==> src/rtl/mips_decls_p.sv <==
// Shared declarations for the multicycle MIPS core: ISA field encodings,
// control FSM states and ALU operation classes.
package mips_decls_p;

  typedef enum logic [5:0] {
    OP_RTYPE = 6'b000000,
    OP_J     = 6'b000010,
    OP_BEQ   = 6'b000100,
    OP_BNE   = 6'b000101,
    OP_ADDI  = 6'b001000,
    OP_LW    = 6'b100011,
    OP_SW    = 6'b101011
  } opcode_t;

  typedef enum logic [5:0] {
    F_ADD = 6'b100000,
    F_SUB = 6'b100010,
    F_AND = 6'b100100,
    F_OR  = 6'b100101,
    F_SLT = 6'b101010
  } funct_t;

  // BNEEX is always part of the encoding so the state width never depends on
  // the build configuration.
  typedef enum logic [3:0] {
    FETCH,
    DECODE,
    MEMADR,
    MEMRD,
    MEMWB,
    MEMWR,
    RTYPEEX,
    RTYPEWB,
    BEQEX,
    ADDIEX,
    ADDIWB,
    JEX,
    BNEEX
  } statetype_t;

  typedef enum logic [1:0] {
    ALU_ADD   = 2'b00,
    ALU_SUB   = 2'b01,
    ALU_FUNCT = 2'b10
  } aluop_t;

  localparam logic [2:0] ALUC_ADD = 3'b010;
  localparam logic [2:0] ALUC_SUB = 3'b110;
  localparam logic [2:0] ALUC_AND = 3'b000;
  localparam logic [2:0] ALUC_OR  = 3'b001;
  localparam logic [2:0] ALUC_SLT = 3'b111;

endpackage

==> src/rtl/mips_aludec.sv <==
// ALU decoder: maps the FSM's aluop class plus the R-type funct field onto
// the 3-bit ALU control code. Purely combinational.
module mips_aludec
  import mips_decls_p::*;
(
  input  aluop_t     aluop,
  input  funct_t     funct,
  output logic [2:0] alucontrol
);

  always_comb begin
    alucontrol = ALUC_ADD;
    case (aluop)
      ALU_ADD: alucontrol = ALUC_ADD;
      ALU_SUB: alucontrol = ALUC_SUB;
      ALU_FUNCT: begin
        case (funct)
          F_ADD:   alucontrol = ALUC_ADD;
          F_SUB:   alucontrol = ALUC_SUB;
          F_AND:   alucontrol = ALUC_AND;
          F_OR:    alucontrol = ALUC_OR;
          F_SLT:   alucontrol = ALUC_SLT;
          default: alucontrol = ALUC_ADD;
        endcase
      end
      default: alucontrol = ALUC_ADD;
    endcase
  end

endmodule

==> src/rtl/mips_multicycle_ctrl.sv <==
// Multicycle MIPS control unit: Moore FSM plus ALU decoder.
// Optional build macro MIPS_CTRL_BNE_EN adds the BNE instruction.
module mips_multicycle_ctrl
  import mips_decls_p::*;
(
  input  logic       clk,
  input  logic       reset,
  input  opcode_t    opcode,
  input  funct_t     funct,
  input  logic       zero,
  output logic       pcen,
  output logic       irwrite,
  output logic       regwrite,
  output logic       memwrite,
  output logic       alusrca,
  output logic       iord,
  output logic       memtoreg,
  output logic       regdst,
  output logic [1:0] alusrcb,
  output logic [1:0] pcsrc,
  output logic [2:0] alucontrol
);

  statetype_t state, nextstate;
  aluop_t     aluop;
  logic       pcwrite, branch, brtaken;
  logic       irwrite_s, regwrite_s, memwrite_s;
`ifdef MIPS_CTRL_BNE_EN
  logic       bnebranch;
`endif

  always_ff @(posedge clk) begin
    if (reset) state <= FETCH;
    else       state <= nextstate;
  end

  always_comb begin
    nextstate  = FETCH;
    pcwrite    = 1'b0;
    branch     = 1'b0;
`ifdef MIPS_CTRL_BNE_EN
    bnebranch  = 1'b0;
`endif
    irwrite_s  = 1'b0;
    regwrite_s = 1'b0;
    memwrite_s = 1'b0;
    alusrca    = 1'b0;
    iord       = 1'b0;
    memtoreg   = 1'b0;
    regdst     = 1'b0;
    alusrcb    = 2'b00;
    pcsrc      = 2'b00;
    aluop      = ALU_ADD;
    case (state)
      FETCH: begin
        nextstate = DECODE;
        irwrite_s = 1'b1;
        pcwrite   = 1'b1;
        alusrcb   = 2'b01;
      end
      DECODE: begin
        // Branch target is precomputed here so BEQEX/BNEEX can use ALUOut.
        alusrcb = 2'b11;
        case (opcode)
          OP_LW, OP_SW: nextstate = MEMADR;
          OP_RTYPE:     nextstate = RTYPEEX;
          OP_BEQ:       nextstate = BEQEX;
          OP_ADDI:      nextstate = ADDIEX;
          OP_J:         nextstate = JEX;
`ifdef MIPS_CTRL_BNE_EN
          OP_BNE:       nextstate = BNEEX;
`endif
          default:      nextstate = FETCH;
        endcase
      end
      MEMADR: begin
        nextstate = (opcode == OP_LW) ? MEMRD : MEMWR;
        alusrca   = 1'b1;
        alusrcb   = 2'b10;
      end
      MEMRD: begin
        nextstate = MEMWB;
        iord      = 1'b1;
      end
      MEMWB: begin
        regwrite_s = 1'b1;
        memtoreg   = 1'b1;
      end
      MEMWR: begin
        iord       = 1'b1;
        memwrite_s = 1'b1;
      end
      RTYPEEX: begin
        nextstate = RTYPEWB;
        alusrca   = 1'b1;
        aluop     = ALU_FUNCT;
      end
      RTYPEWB: begin
        regwrite_s = 1'b1;
        regdst     = 1'b1;
      end
      BEQEX: begin
        alusrca = 1'b1;
        aluop   = ALU_SUB;
        branch  = 1'b1;
        pcsrc   = 2'b01;
      end
      ADDIEX: begin
        nextstate = ADDIWB;
        alusrca   = 1'b1;
        alusrcb   = 2'b10;
      end
      ADDIWB: regwrite_s = 1'b1;
      JEX: begin
        pcwrite = 1'b1;
        pcsrc   = 2'b10;
      end
      BNEEX: begin
        alusrca   = 1'b1;
        aluop     = ALU_SUB;
        pcsrc     = 2'b01;
`ifdef MIPS_CTRL_BNE_EN
        bnebranch = 1'b1;
`endif
      end
      default: nextstate = FETCH;
    endcase
  end

`ifdef MIPS_CTRL_BNE_EN
  assign brtaken = (branch & zero) | (bnebranch & ~zero);
`else
  assign brtaken = branch & zero;
`endif

  // Write enables are suppressed during reset so a mid-instruction reset
  // cannot disturb architectural state.
  assign pcen     = ~reset & (pcwrite | brtaken);
  assign irwrite  = ~reset & irwrite_s;
  assign regwrite = ~reset & regwrite_s;
  assign memwrite = ~reset & memwrite_s;

  mips_aludec u_aludec (
    .aluop      (aluop),
    .funct      (funct),
    .alucontrol (alucontrol)
  );

endmodule
==> config.mk <==
export PLATFORM = sky130hd
export DESIGN_NAME = mips_multicycle_ctrl
export DESIGN_NICKNAME = d
export VERILOG_FILES = /design/src/rtl/mips_decls_p.sv /design/src/rtl/mips_aludec.sv /design/src/rtl/mips_multicycle_ctrl.sv
export SDC_FILE = /design/constraint.sdc
export NUM_CORES = 1
export LEC_CHECK = 0
export BUFFER_PORTS_ARGS = -buffer_cell sky130_fd_sc_hd__buf_2
export CORE_MARGIN = 2
export CORE_UTILIZATION = 35
export DETAILED_ROUTE_END_ITERATION = 12
export GPL_TIMING_DRIVEN = 0
export PLACE_DENSITY = 0.63
export SLEW_MARGIN = 10
export SYNTH_ARGS = -nofsm -noshare
export SYNTH_HDL_FRONTEND = slang
export SYNTH_SLANG_ARGS = --single-unit
export TNS_END_PERCENT = 100
==> constraint.sdc <==
create_clock -name clk -period 2.8 [get_ports clk]
set_clock_uncertainty 0.2 [all_clocks]
set_input_delay 0.14 -clock clk [delete_from_list [all_inputs] [get_ports clk]]
set_output_delay 0.14 -clock clk [all_outputs]
set_load 0.02 [all_outputs]
-- Yosys cells after proc, flatten, opt, wreduce, memory -nomap -nowiden
Index checks and enable logic that the tools add are counted.
W data, S select, Z words.
- bits of input ports: 15
- register bits: 4
- output and inout bits: 15
- muxes and demuxes: 17
- bitwise gates (word level): 7
- equality and inequality tests: 23
- reduce and logical (&&, ||, !) cells: 9
- operator list (operator ; number):
    $eq A6 B6 Y1 const B ; 6
    $pmux W4 S6 ; 1
    $eq A4 B4 Y1 const B ; 5
    $pmux W4 S5 ; 1
    $eq A4 B3 Y1 const B ; 4
    $pmux W3 S4 ; 1
    $reduce_or A2 Y1 ; 5
    $mux W1 ; 9
    $eq A4 B2 Y1 const B ; 2
    $pmux W2 S2 ; 2
    $eq A6 B2 Y1 const B ; 1
    $eq A6 B3 Y1 const B ; 1
    $eq A6 B4 Y1 const B ; 1
    $logic_not A6 Y1 ; 1
    $pmux W2 S3 ; 1
    $pmux W3 S2 ; 1
    $and A1 B1 Y1 ; 5
    $reduce_or A5 Y1 ; 1
    $eq A4 B1 Y1 const B ; 1
    $logic_not A4 Y1 ; 1
    $mux W3 ; 1
    $reduce_or A3 Y1 ; 1
    $eq A2 B1 Y1 const B ; 1
    $eq A2 B2 Y1 const B ; 1
    2 further kinds ; 2

-- Longest topological paths before layout
- depth in word-level cells: 5
- mapped depth: 9

-- Hierarchy
From an unflattened synthesis, not the netlist that was laid out.
- cell total of the unflattened synthesis: 84
- area, all modules: 563.0 um^2
- by module, submodules not included (module ; instances ; seq. area each (um^2) ; area an instance (um^2) ; cells an instance):
    mips_multicycle_ctrl ; 1 ; 80.1 ; 444.2 ; 69
    mips_aludec ; 1 ; 0.0 ; 118.9 ; 15

-- Worst setup path after synthesis
Ideal clock, no wire load.
- path kind: reg-to-output
- from: reg state[3]
- to: out alucontrol[2]
- stages on the path, launching flop included: 9
- slack: 0.790 ns
- arrival: 1.670 ns
- path buffers: 1
- path through: dfxtp_1 -> buf_2 -> nand2b_1 -> nor2_1 -> ha_1 -> inv_1 -> nor4_1 -> nor2_1 -> nor2_1
- word-level cells in the longest chain between the ends: 5
- RTL lines (what ; RTL line ; RTL):
    start, declared ; mips_multicycle_ctrl.sv:24 ; statetype_t state, nextstate;
    start signal, assigned ; mips_multicycle_ctrl.sv:34 ; else state <= nextstate;
    $eq A4 B4 Y1 ; mips_multicycle_ctrl.sv:54 ; case (state)
    $reduce_or A2 Y1 (no line) ; n/a ;
    $pmux W2 S2 * ; mips_multicycle_ctrl.sv:54 ;
    $eq A2 B2 Y1 / $eq A2 B1 Y1 (equally long branches) ; mips_aludec.sv:13 ; case (aluop)
    $pmux W3 S2 * ; mips_aludec.sv:13 ;
    end, declared ; mips_multicycle_ctrl.sv:21 ; output logic [2:0] alucontrol
Mark *: on every way between the ends. The rest lies on a longest branch, timed or not.

-- Worst setup path in the final report
- from: reg state[3]
- to: out alucontrol[0]
Same word-level chain as after synthesis.

==> summary.md <==
| Metric | Value |
|---|---|
| Status | finished clean |
| Synth warn | 0 |
| Nature of the critical path endpoint | output port |
| Overall Power | 190 uW |
| Clock Latency Late Sink | approximately 0.23 ns |
| Leakage | ~0.34 nW |
| Post-Synth XOR/XNOR Area | about 5% |
| MaxCap Viol Count | 0 |
| Cells after Synth | between 70 and 80 |
| Actual slew at the worst max-slew pin | around 0.43 ns |
| WL final | approximately 1.4 mm |
| # DRC | 0 |
| Detailed Routing Iterations Pass 1 | 4 |
| Largest family of logic cells by synthesized area | simple AND/OR/NAND/NOR gates |
| CTS Buf Count | 3 |
| Vias in the first global route | between 600 and 700 |
| Clock slew at reported path FFs | ~0.040 ns |
| CP max-delay cell | nor4_1 |
| Synth cell types | 31 |
| Synth Area in Simple Gates | 47.5% |
| Slew headroom | 71.6% |
| Crit path DAT | about 2.1 ns |
| Ys async rst share | 0% |
| Reg-to-reg startpoint | state[1] |
| Layout Nets | between 100 and 150 |
| Critical R2R Capture | state[0] |
| Predominant post-synthesis flop cell | dfxtp_1 |
| Initial antenna violation count | 0 |
| Hold EP | state[1] |
| Vias/cell | ~5.4 |
| CP bufs+invs | 3 |
| Post-synthesis cell area | 534 sq um |
| Pwr dens | approximately 260 nW/um^2 |
| GP Congestion | 0.750 |
| Compound-cell area share of the yosys netlist | between 20% and 30% |
| Crit-path most repeated cell | buf_2 |
| Mux cell area share after synthesis | 0% |
| Post-layout min period | around 2.4 ns |
| Crit-path max FO | 10 |
| CORE AREA | roughly 1500 sq um |
| Reg with most FFs | state |
| P&R area growth vs syn | 35.1% |
| DR iter-0 viols | 16 |
| Placed cell areas | around 700 sq um |
| Clock Sinks | 4 |
| Fin. max-slew vios | 0 |
| Tcrit/Tclk final | 86.1% |
| Hold Path Depth | 4 |
| # IOs | 30 |
| GRT Total Usage | between 10% and 20% |
| DR vias | 680 |
| Post-Syn Nets | 95 |
| Initial cell density of the core | a little over a third |
| Register area share after synthesis | 15.0% |
| FP Rows | 14 |
| Setup tns final | 0 ns |
| Layout Cell Area excl Fill | 722 sq um |
| Fin. Hold Viols | 0 |
| Clk root buf | clkbuf_4 |
| Delay-heaviest family, CP | simple AND/OR/NAND/NOR gates |
| Hold-fix buffers, CTS | 0 |
| CTS tree | built |
| Layout fillers | around 150 |
| Reg2Reg Setup Slack | between 1 and 1.5 ns |
| Layout cells sized above 1 | 34.5% |
| Post-CTS Setup Inserts | 0 |
| Worst EP required | around 2.5 ns |
| Multi-input logic area | approximately 420 sq um |
| VDD IR max | 0.000185 V |
| RSZ-0062 raised after global routing | false |
| Commonest non-fill, non-tap cell in the layout | buf_2 |
| Pin count of the biggest net entering global routing | 11 |
| Port bufs | 29 |
| Max FFs per register | 4 |
| Slowest stage delay, CP | 0.35 ns |
| Post-synth EDFFs | 0 |
| Worst R2R Path Depth | 3 |
| Most frequent cells in the layout | buf_2 (32), nor2_1 (14), nor3_1 (7), inv_1 (5), nand2b_1 (5) |
| Crit-path cells | buf_2 -> nand2b_1 -> nor2_1 -> ha_1 -> inv_1 -> nor4_1 -> a32o_1 -> buf_2 |
| Maximum clock rate | roughly 0.41 GHz |
| Wire per inst | 11.4 um |
| CTS resizes | 0 |
| Synth Area per Inst | around 7 sq um |
| HP Start | opcode[4] |
| Endpoints failing setup | 0 |
| Critical Path Start Type | flop |
| Storage element area | about 80 sq um |
| Bufs on Longest Clock Path | 2 |
| Die height | around 43 um |
| Gr ovfl total | 0 |
| Global-route wire length before repair | approximately 2.5 mm |
| Final ANT Viol Nets | 0 |
| Die footprint | about 1900 sq um |
| Worst Setup Path Type | flop to output port |
| Post-Synth Adder-Cell Area | between 4 and 5% |
| Antenna Cells | 0 |
| Hold WC Path Type | primary input to flop |
| Seq cells post-synth | 4 |
| Post-DP HPWL | 1.18 mm |
| Biggest regs | state (4) |
| CTS H-tree lvls | 1 |
| Die W | between 40 and 50 um |
## per-layer routing
metal	part of all wire [%]	vias up	global-route usage, %
met3	8.3	6	3.83
met4	2.6	0	7.88
li1	-	346	-
met2	45	36	27.0
met1	44	292	22.1
met5	0	-	0
## worst max path at each step
stage	from	cells after the start	endpoint	slack, ns
after floorplan	state[3]	8	alucontrol[2]	0.79
after global placement	state[3]	8	alucontrol[0]	0.66
after detailed placement	state[3]	8	alucontrol[0]	0.63
after CTS	state[3]	8	alucontrol[0]	0.38
after global routing	state[3]	9	alucontrol[2]	0.17
final	state[3]	8	alucontrol[0]	0.39
## final cells by class
type / instances / area share, %
Buffer: 4 / 2.60
Multi-Input combinational cell: 65 / 57.7
Sequential cell: 4 / 11.1
Inverter: 5 / 2.60
Tap cell: 16 / 2.77
Clock buffer: 3 / 3.12
Timing Repair Buffer: 29 / 20.1
## tightest hold or removal path: stages
cell,delay (ns)
buf_2,0.10
nor4_1,0.05
nand3_1,0.07
a31oi_1,0.07
## cells by family (layout without fill, tap and decap cells)
group	Yosys count	in the layout
simple gates	45	45
compound gates	15	15
buf+inv	9	41
flops	4	4
xor+xnor	3	3
fa+ha+maj	2	2
## power breakdown
| part | switching (mW) | internal [mW] | total, mW |
|---|---|---|---|
| Combinational | 0.0342 | 0.0244 | 0.0586 |
| Sequential | 0.00151 | 0.0591 | 0.0606 |
| Clock | 0.0231 | 0.0479 | 0.0710 |
## cells in the mapped netlist, types with 3 or more instances
cell type | count | share of area [%]
nand3_1 | 4 | 3.7
nor4_1 | 3 | 3.5
inv_1 | 5 | 3.5
buf_2 | 3 | 2.8
dfxtp_1 | 4 | 15
nand2b_1 | 5 | 5.9
nor2_1 | 14 | 9.8
nor3_1 | 7 | 6.6
a21oi_1 | 3 | 2.8
## metrics by stage
stage	std cells	setup WS [ns]	hold WS, ns	utilization (%)
after floorplan	78	0.790	0.104	-
after global placement	123	0.659	0.298	47.5
after detailed placement	123	0.627	0.300	47.5
after CTS	126	0.376	0.0558	49.1
after global routing	126	0.166	0.0862	49.1
final	126	0.390	0.0599	49.1
No activity file was read; power rests on OpenSTA's default activity.
